File: src/rtl/vpg_pkg.sv
// Timing defaults and shared types for the display-side raster stream.
package vpg_pkg;

  localparam int VPG_H_ACTIVE = 320;
  localparam int VPG_H_FP     = 8;
  localparam int VPG_H_SYNC   = 32;
  localparam int VPG_H_BP     = 40;
  localparam int VPG_H_TOTAL  = VPG_H_ACTIVE + VPG_H_FP + VPG_H_SYNC + VPG_H_BP;

  localparam int VPG_V_ACTIVE = 240;
  localparam int VPG_V_FP     = 3;
  localparam int VPG_V_SYNC   = 4;
  localparam int VPG_V_BP     = 6;
  localparam int VPG_V_TOTAL  = VPG_V_ACTIVE + VPG_V_FP + VPG_V_SYNC + VPG_V_BP;

  localparam int VPG_H_SYNC_START = VPG_H_ACTIVE + VPG_H_FP;
  localparam int VPG_H_SYNC_END   = VPG_H_SYNC_START + VPG_H_SYNC;
  localparam int VPG_V_SYNC_START = VPG_V_ACTIVE + VPG_V_FP;
  localparam int VPG_V_SYNC_END   = VPG_V_SYNC_START + VPG_V_SYNC;

  localparam int VPG_PRIME_LVL = 64;
  localparam int CNT_W         = 12;

  typedef logic [CNT_W-1:0] cnt_t;
  typedef logic [23:0]      rgb24_t;

  typedef struct packed {
    logic de;
    logic hs;
    logic vs;
    logic sof;
  } vpg_ctl_t;

  function automatic cnt_t to_cnt(input int v);
    return cnt_t'(v);
  endfunction

endpackage

File: src/rtl/vpg_stream_out_timing.sv
// Raster counters and decode; everything reads as idle (all zero) until run_i.
module vpg_timing import vpg_pkg::*; #(
  parameter int H_ACTIVE = VPG_H_ACTIVE,
  parameter int H_FP     = VPG_H_FP,
  parameter int H_SYNC   = VPG_H_SYNC,
  parameter int H_BP     = VPG_H_BP,
  parameter int V_ACTIVE = VPG_V_ACTIVE,
  parameter int V_FP     = VPG_V_FP,
  parameter int V_SYNC   = VPG_V_SYNC,
  parameter int V_BP     = VPG_V_BP
) (
  input  logic     clk_i,
  input  logic     reset_i,
  input  logic     run_i,
  output vpg_ctl_t ctl_o
);

  localparam cnt_t H_ACT  = to_cnt(H_ACTIVE);
  localparam cnt_t H_SS   = to_cnt(H_ACTIVE + H_FP);
  localparam cnt_t H_SE   = to_cnt(H_ACTIVE + H_FP + H_SYNC);
  localparam cnt_t H_LAST = to_cnt(H_ACTIVE + H_FP + H_SYNC + H_BP - 1);
  localparam cnt_t V_ACT  = to_cnt(V_ACTIVE);
  localparam cnt_t V_SS   = to_cnt(V_ACTIVE + V_FP);
  localparam cnt_t V_SE   = to_cnt(V_ACTIVE + V_FP + V_SYNC);
  localparam cnt_t V_LAST = to_cnt(V_ACTIVE + V_FP + V_SYNC + V_BP - 1);

  cnt_t h_q, h_d, v_q, v_d;
  vpg_ctl_t raw;

  always_comb begin
    h_d = h_q;
    v_d = v_q;
    if (!run_i) begin
      h_d = '0;
      v_d = '0;
    end else if (h_q == H_LAST) begin
      h_d = '0;
      v_d = (v_q == V_LAST) ? '0 : v_q + 1'b1;
    end else begin
      h_d = h_q + 1'b1;
    end
  end

  always_ff @(posedge clk_i) begin
    if (reset_i) begin
      h_q <= '0;
      v_q <= '0;
    end else begin
      h_q <= h_d;
      v_q <= v_d;
    end
  end

  always_comb begin
    raw.de  = (h_q < H_ACT) && (v_q < V_ACT);
    raw.hs  = (h_q >= H_SS) && (h_q < H_SE);
    raw.vs  = (v_q >= V_SS) && (v_q < V_SE);
    raw.sof = (h_q == '0) && (v_q == '0);
    ctl_o   = run_i ? raw : '0;
  end

endmodule

File: src/rtl/vpg_stream_out.sv
// Drains the SDRAM read FIFO into a free-running raster; blanks until primed,
// substitutes black and counts when the FIFO runs dry.
module vpg_stream_out import vpg_pkg::*; #(
  parameter int   H_ACTIVE  = VPG_H_ACTIVE,
  parameter int   H_FP      = VPG_H_FP,
  parameter int   H_SYNC    = VPG_H_SYNC,
  parameter int   H_BP      = VPG_H_BP,
  parameter int   V_ACTIVE  = VPG_V_ACTIVE,
  parameter int   V_FP      = VPG_V_FP,
  parameter int   V_SYNC    = VPG_V_SYNC,
  parameter int   V_BP      = VPG_V_BP,
  parameter logic HS_POL    = 1'b0,
  parameter logic VS_POL    = 1'b0,
  parameter int   PRIME_LVL = VPG_PRIME_LVL
) (
  input  logic        vpg_pclk,
  input  logic        reset,
  input  logic [31:0] rd_data,
  input  logic        rd_empty,
  input  logic [8:0]  rd_usedw,
  output logic        rd_req,
  output logic        vpg_de,
  output logic        vpg_hs,
  output logic        vpg_vs,
  output logic [23:0] vpg_data,
  output logic        frame_start,
  output logic        underflow,
  output logic [15:0] underflow_cnt
);

  typedef enum logic {IDLE, RUN} state_t;

  localparam logic [8:0] PRIME_THR = 9'(PRIME_LVL);

  state_t      state_q;
  vpg_ctl_t    ctl, s1_ctl_q;
  logic        s1_pop_q, starve;
  logic        de_q, hs_q, vs_q, fs_q, uf_q;
  rgb24_t      data_q;
  logic [15:0] uf_cnt_q, uf_cnt_d;
  logic        unused_pad;

  vpg_timing #(
    .H_ACTIVE (H_ACTIVE), .H_FP (H_FP), .H_SYNC (H_SYNC), .H_BP (H_BP),
    .V_ACTIVE (V_ACTIVE), .V_FP (V_FP), .V_SYNC (V_SYNC), .V_BP (V_BP)
  ) u_timing (
    .clk_i   (vpg_pclk),
    .reset_i (reset),
    .run_i   (state_q == RUN),
    .ctl_o   (ctl)
  );

  // ctl is already zero outside RUN, so these need no extra state gating.
  assign rd_req   = ctl.de && !rd_empty;
  assign starve   = ctl.de && rd_empty;
  assign uf_cnt_d = (starve && (uf_cnt_q != 16'hFFFF)) ? uf_cnt_q + 16'd1 : uf_cnt_q;

  // The FIFO word's top byte is padding.
  assign unused_pad = ^rd_data[31:24];

  always_ff @(posedge vpg_pclk) begin
    if (reset) begin
      state_q  <= IDLE;
      s1_ctl_q <= '0;
      s1_pop_q <= 1'b0;
      de_q     <= 1'b0;
      hs_q     <= ~HS_POL;
      vs_q     <= ~VS_POL;
      fs_q     <= 1'b0;
      data_q   <= '0;
      uf_q     <= 1'b0;
      uf_cnt_q <= '0;
    end else begin
      case (state_q)
        IDLE:    if (rd_usedw >= PRIME_THR) state_q <= RUN;
        default: state_q <= RUN;
      endcase
      s1_ctl_q <= ctl;
      s1_pop_q <= rd_req;
      de_q     <= s1_ctl_q.de;
      hs_q     <= s1_ctl_q.hs ? HS_POL : ~HS_POL;
      vs_q     <= s1_ctl_q.vs ? VS_POL : ~VS_POL;
      fs_q     <= s1_ctl_q.sof;
      data_q   <= (s1_ctl_q.de && s1_pop_q) ? rgb24_t'(rd_data[23:0]) : '0;
      if (starve) uf_q <= 1'b1;
      uf_cnt_q <= uf_cnt_d;
    end
  end

  assign vpg_de        = de_q;
  assign vpg_hs        = hs_q;
  assign vpg_vs        = vs_q;
  assign vpg_data      = data_q;
  assign frame_start   = fs_q;
  assign underflow     = uf_q;
  assign underflow_cnt = uf_cnt_q;

endmodule

File: config.mk
export PLATFORM = sky130hd
export DESIGN_NAME = vpg_stream_out
export DESIGN_NICKNAME = d
export VERILOG_FILES = /design/src/rtl/vpg_pkg.sv /design/src/rtl/vpg_stream_out_timing.sv /design/src/rtl/vpg_stream_out.sv
export SDC_FILE = /design/constraint.sdc
export NUM_CORES = 1
export LEC_CHECK = 0
export CAP_MARGIN = 20
export CORE_ASPECT_RATIO = 0.6
export CORE_MARGIN = 5
export CORE_UTILIZATION = 43
export DETAILED_ROUTE_END_ITERATION = 8
export PLACE_DENSITY = 0.76
export SLEW_MARGIN = 20
export SYNTH_ARGS = -nofsm -noshare
export SYNTH_HDL_FRONTEND = slang
export SYNTH_HIERARCHICAL = 1
export SYNTH_SLANG_ARGS = --single-unit
File: constraint.sdc
create_clock -name vpg_pclk -period 2.4 [get_ports vpg_pclk]
set_input_delay 0.48 -clock vpg_pclk [delete_from_list [all_inputs] [get_ports vpg_pclk]]
set_output_delay 0.48 -clock vpg_pclk [all_outputs]
set_load 0.02 [all_outputs]
==> flow_summary.json <==
{
  "fmax_mhz": 445,
  "cpPeakStageDelay_ps": 430,
  "holdCritStartpoint": "s1_ctl_q[1]",
  "p_clk_share_pct": 50.2,
  "p_sw_uw": 576,
  "max_slew.worst_pin.slew_ps": 781,
  "post-route-util_pct": 61.8,
  "finalCritPeriodShare_pct": 93.6,
  "cts.htree.levels": 3,
  "drive_gt1_share_pct": 13.0,
  "synth_top_area_share_pct": 47.2,
  "cp-start-kind": "register",
  "multi_input_area_mm2": 0.00159,
  "worstRegToRegCells": 8,
  "synthesis.area_mm2": 0.00318,
  "avgViaCountPerCell": 5.30,
  "setup_viol": 0,
  "placementRows": 24,
  "rsz0062_at_grt": "no",
  "status": "completed",
  "grt_pass1_wl_um": 13300,
  "num-fill-cells": 604,
  "cts_hold_buf": 0,
  "synth.distinct_cells": 47,
  "yosys_warnings": 6,
  "power_frac_seq_pct": 45.0,
  "cts-root-buf": "clkbuf_16",
  "synth-edff-count": 0,
  "slew_headroom_pct": 47.7,
  "fin_nets": 481,
  "post_drt_wl_per_cell_um": 14.9,
  "whs_path_depth": 1,
  "p_comb_share_pct": 4.8,
  "min_period_ps": 2250,
  "route.detailed.drc": 0,
  "dr_total_vias": 2870,
  "gp_congestion": 0.873,
  "hold_end": "vpg_vs",
  "clockBufferDepth": 2,
  "hpwlAfterDp_um": 5760,
  "synthMostInstantiatedCell": "dfxtp_1",
  "grt_pass1_vias": 2565,
  "slew_viol_final": 0,
  "synthCells": 342,
  "synthToLayoutAreaGrowth_pct": 40.7,
  "r2r-start": "u_timing/v_q[10]",
  "cap_violations": 0,
  "crit_start": "u_timing/v_q[10]",
  "cp.required_ps": 2670,
  "vdd_drop_max_uv": 496,
  "crit_chain": "nor4_4 -> nand2_2 -> nor3_4 -> buf_4 -> and4_4 -> nand4_1 -> or3_2 -> a21oi_1",
  "dieArea_mm2": 0.00927,
  "die_h_um": 76.6,
  "gr-usage-all-layers_pct": 17.9,
  "timing.rr.end": "underflow_cnt[9]",
  "core-area_mm2": 0.00724,
  "grt_max_degree": 29,
  "wl_um": 8070,
  "port_buffers": 75,
  "die_w_um": 121,
  "fin_worst_skew_ps": 7.36,
  "start_util_pct": 43.9,
  "worst_ep_arrival_time_ps": 2510,
  "synth-async-reset-ratio_pct": 0,
  "clock-sinks": 75,
  "syn_nets": 391,
  "power_density_mw_per_mm2": 631,
  "io_pins": 90,
  "clk_latency_ps": 340,
  "p_int_uw": 2250,
  "tritoncts": "done",
  "setup_tns_ps": 0,
  "worstSetupEndpointType": "register",
  "syn_area_per_cell_um2": 9.29,
  "clk_pin_slew_worst_paths_ps": 50,
  "p_leak_uw": 0.00165,
  "synthTopCellsByCount": "dfxtp_1, and3_1, nor2_1",
  "grt-ovfl-total": 0,
  "regArea_mm2": 0.00150,
  "switching_share_pct": 20.4,
  "grt_antenna_before_repair": 0,
  "drt.antenna.violating_nets": 0,
  "ys_seq_area_share_pct": 47.2,
  "diodes": 0,
  "crit_slowest_cell": "or3_2",
  "synth_area_leaders": "dfxtp_1, and3_1, a21oi_1",
  "drt_iter0_drc": 210,
  "worst-setup-path-type": "reg -> reg",
  "numCtsBuffers": 9,
  "r2r_setup_slack_ps": 150,
  "worst_hold_path_type": "reg -> reg",
  "dr.pass1.iters": 5,
  "ys_seq_elements": 75,
  "yosys.area.top_type": "dfxtp_1",
  "finalHoldViolations": 0,
  "ys.flop_type": "dfxtp_1",
  "crit_fanout": 6
}
[power groups by stage]
stage | Clock, µW | Sequential, µW | Combinational (µW)
global placement | 0 | 1300 | 127
detailed placement | 0 | 1300 | 129
CTS | 1450 | 1270 | 130
floorplan | 0 | 1300 | 43.0
global route | 1520 | 1270 | 145
finish | 1420 | 1270 | 135
[cell families after synthesis]
logic type / Yosys count / share of synthesized area [%]
buffers and inverters: 26 / 3.90
muxes: 5 / 1.69
xor gates and xnor gates: 12 / 3.31
and+or+nand+nor: 172 / 33.1
AOI/OAI and AO/OA: 47 / 8.78
DFF: 75 / 47.2
adders and majority gates: 5 / 1.97
[registers in the layout, indices dropped and copies added (netlist names)]
| signal | count |
|---|---|
| state_q | 1 |
| frame_start | 1 |
| underflow_cnt | 16 |
| vpg_hs | 1 |
| vpg_de | 1 |
| vpg_data | 24 |
| vpg_vs | 1 |
| s1_ctl_q | 4 |
| underflow | 1 |
| u_timing/h_q | 12 |
| s1_pop_q | 1 |
| u_timing/v_q | 12 |
[layout by cell type (no fill, tap or decap), types with 4 or more instances in the layout]
cell,instances
a21oi_1,19
and3_1,27
and4_1,4
buf_4,18
clkbuf_16,9
clkdlybuf4s50_1,74
dfxtp_1,75
ha_1,5
inv_1,11
nand2_1,20
nand2b_1,6
nand3_1,14
nand4_1,11
nor2_1,24
nor2b_1,11
nor3_1,9
nor4_1,9
o21ai_0,13
o31ai_1,4
or3_1,7
or4_1,5
xnor2_1,8
xor2_1,4
[timing repair]
action / in CTS / in global routing
setup buffers: 0 / 2
setup endpoints to repair: 1 / 7
pin swaps: 0 / 2
gates resized for setup: 2 / 10
[per-layer routing]
metal / up-vias / routed length [µm] / GRT usage (%) / share of wire [%]
met5: - / 0 / 0 / 0
met4: 0 / 105 / 4.52 / 1.3
met3: 9 / 608 / 7.05 / 7.5
met2: 101 / 3420 / 24.1 / 42
met1: 1337 / 3940 / 26.2 / 49
li1: 1423 / - / - / -
[critical path, delay by kind of cell, from the launching register on]
family	cells	cell delay (ps)
AO/OA/AOI/OAI	1	150
buffers and inverters	1	170
flip-flops	1	360
AND/OR/NAND/NOR	6	1480
[worst max path at each step]
stage,to,depth (start not counted),slack (ps)
6_report,underflow_cnt[9],8,150
3_5_place_dp,underflow_cnt[11],8,40
3_3_place_gp,rd_req,5,100
5_1_grt,underflow_cnt[9],8,30
4_1_cts,underflow_cnt[11],8,7
2_1_floorplan,underflow_cnt[8],6,8
[metrics by stage]
step / setup WS, ps / instances / instance area, µm² / hold WS (ps) / total power, µW
after CTS: 6.55 / 539 / 4420 / 384 / 2850
after floorplan: 8.33 / 342 / 3180 / 355 / 1340
after global routing: 30.9 / 541 / 4470 / 411 / 2930
final: 154 / 541 / 4470 / 379 / 2820
after global placement: 97.5 / 523 / 4100 / 364 / 1420
after detailed placement: 42.8 / 523 / 4100 / 370 / 1430
[layout make-up]
type	count	area share, %
Inverter	12	1.04
Multi-Input combinational cell	241	35.6
Timing Repair Buffer	93	19.7
Sequential cell	75	33.6
Clock buffer	10	5.12
Tap cell	104	2.91
Clock inverter	6	2.01
Power figures use the tool's default switching activity.
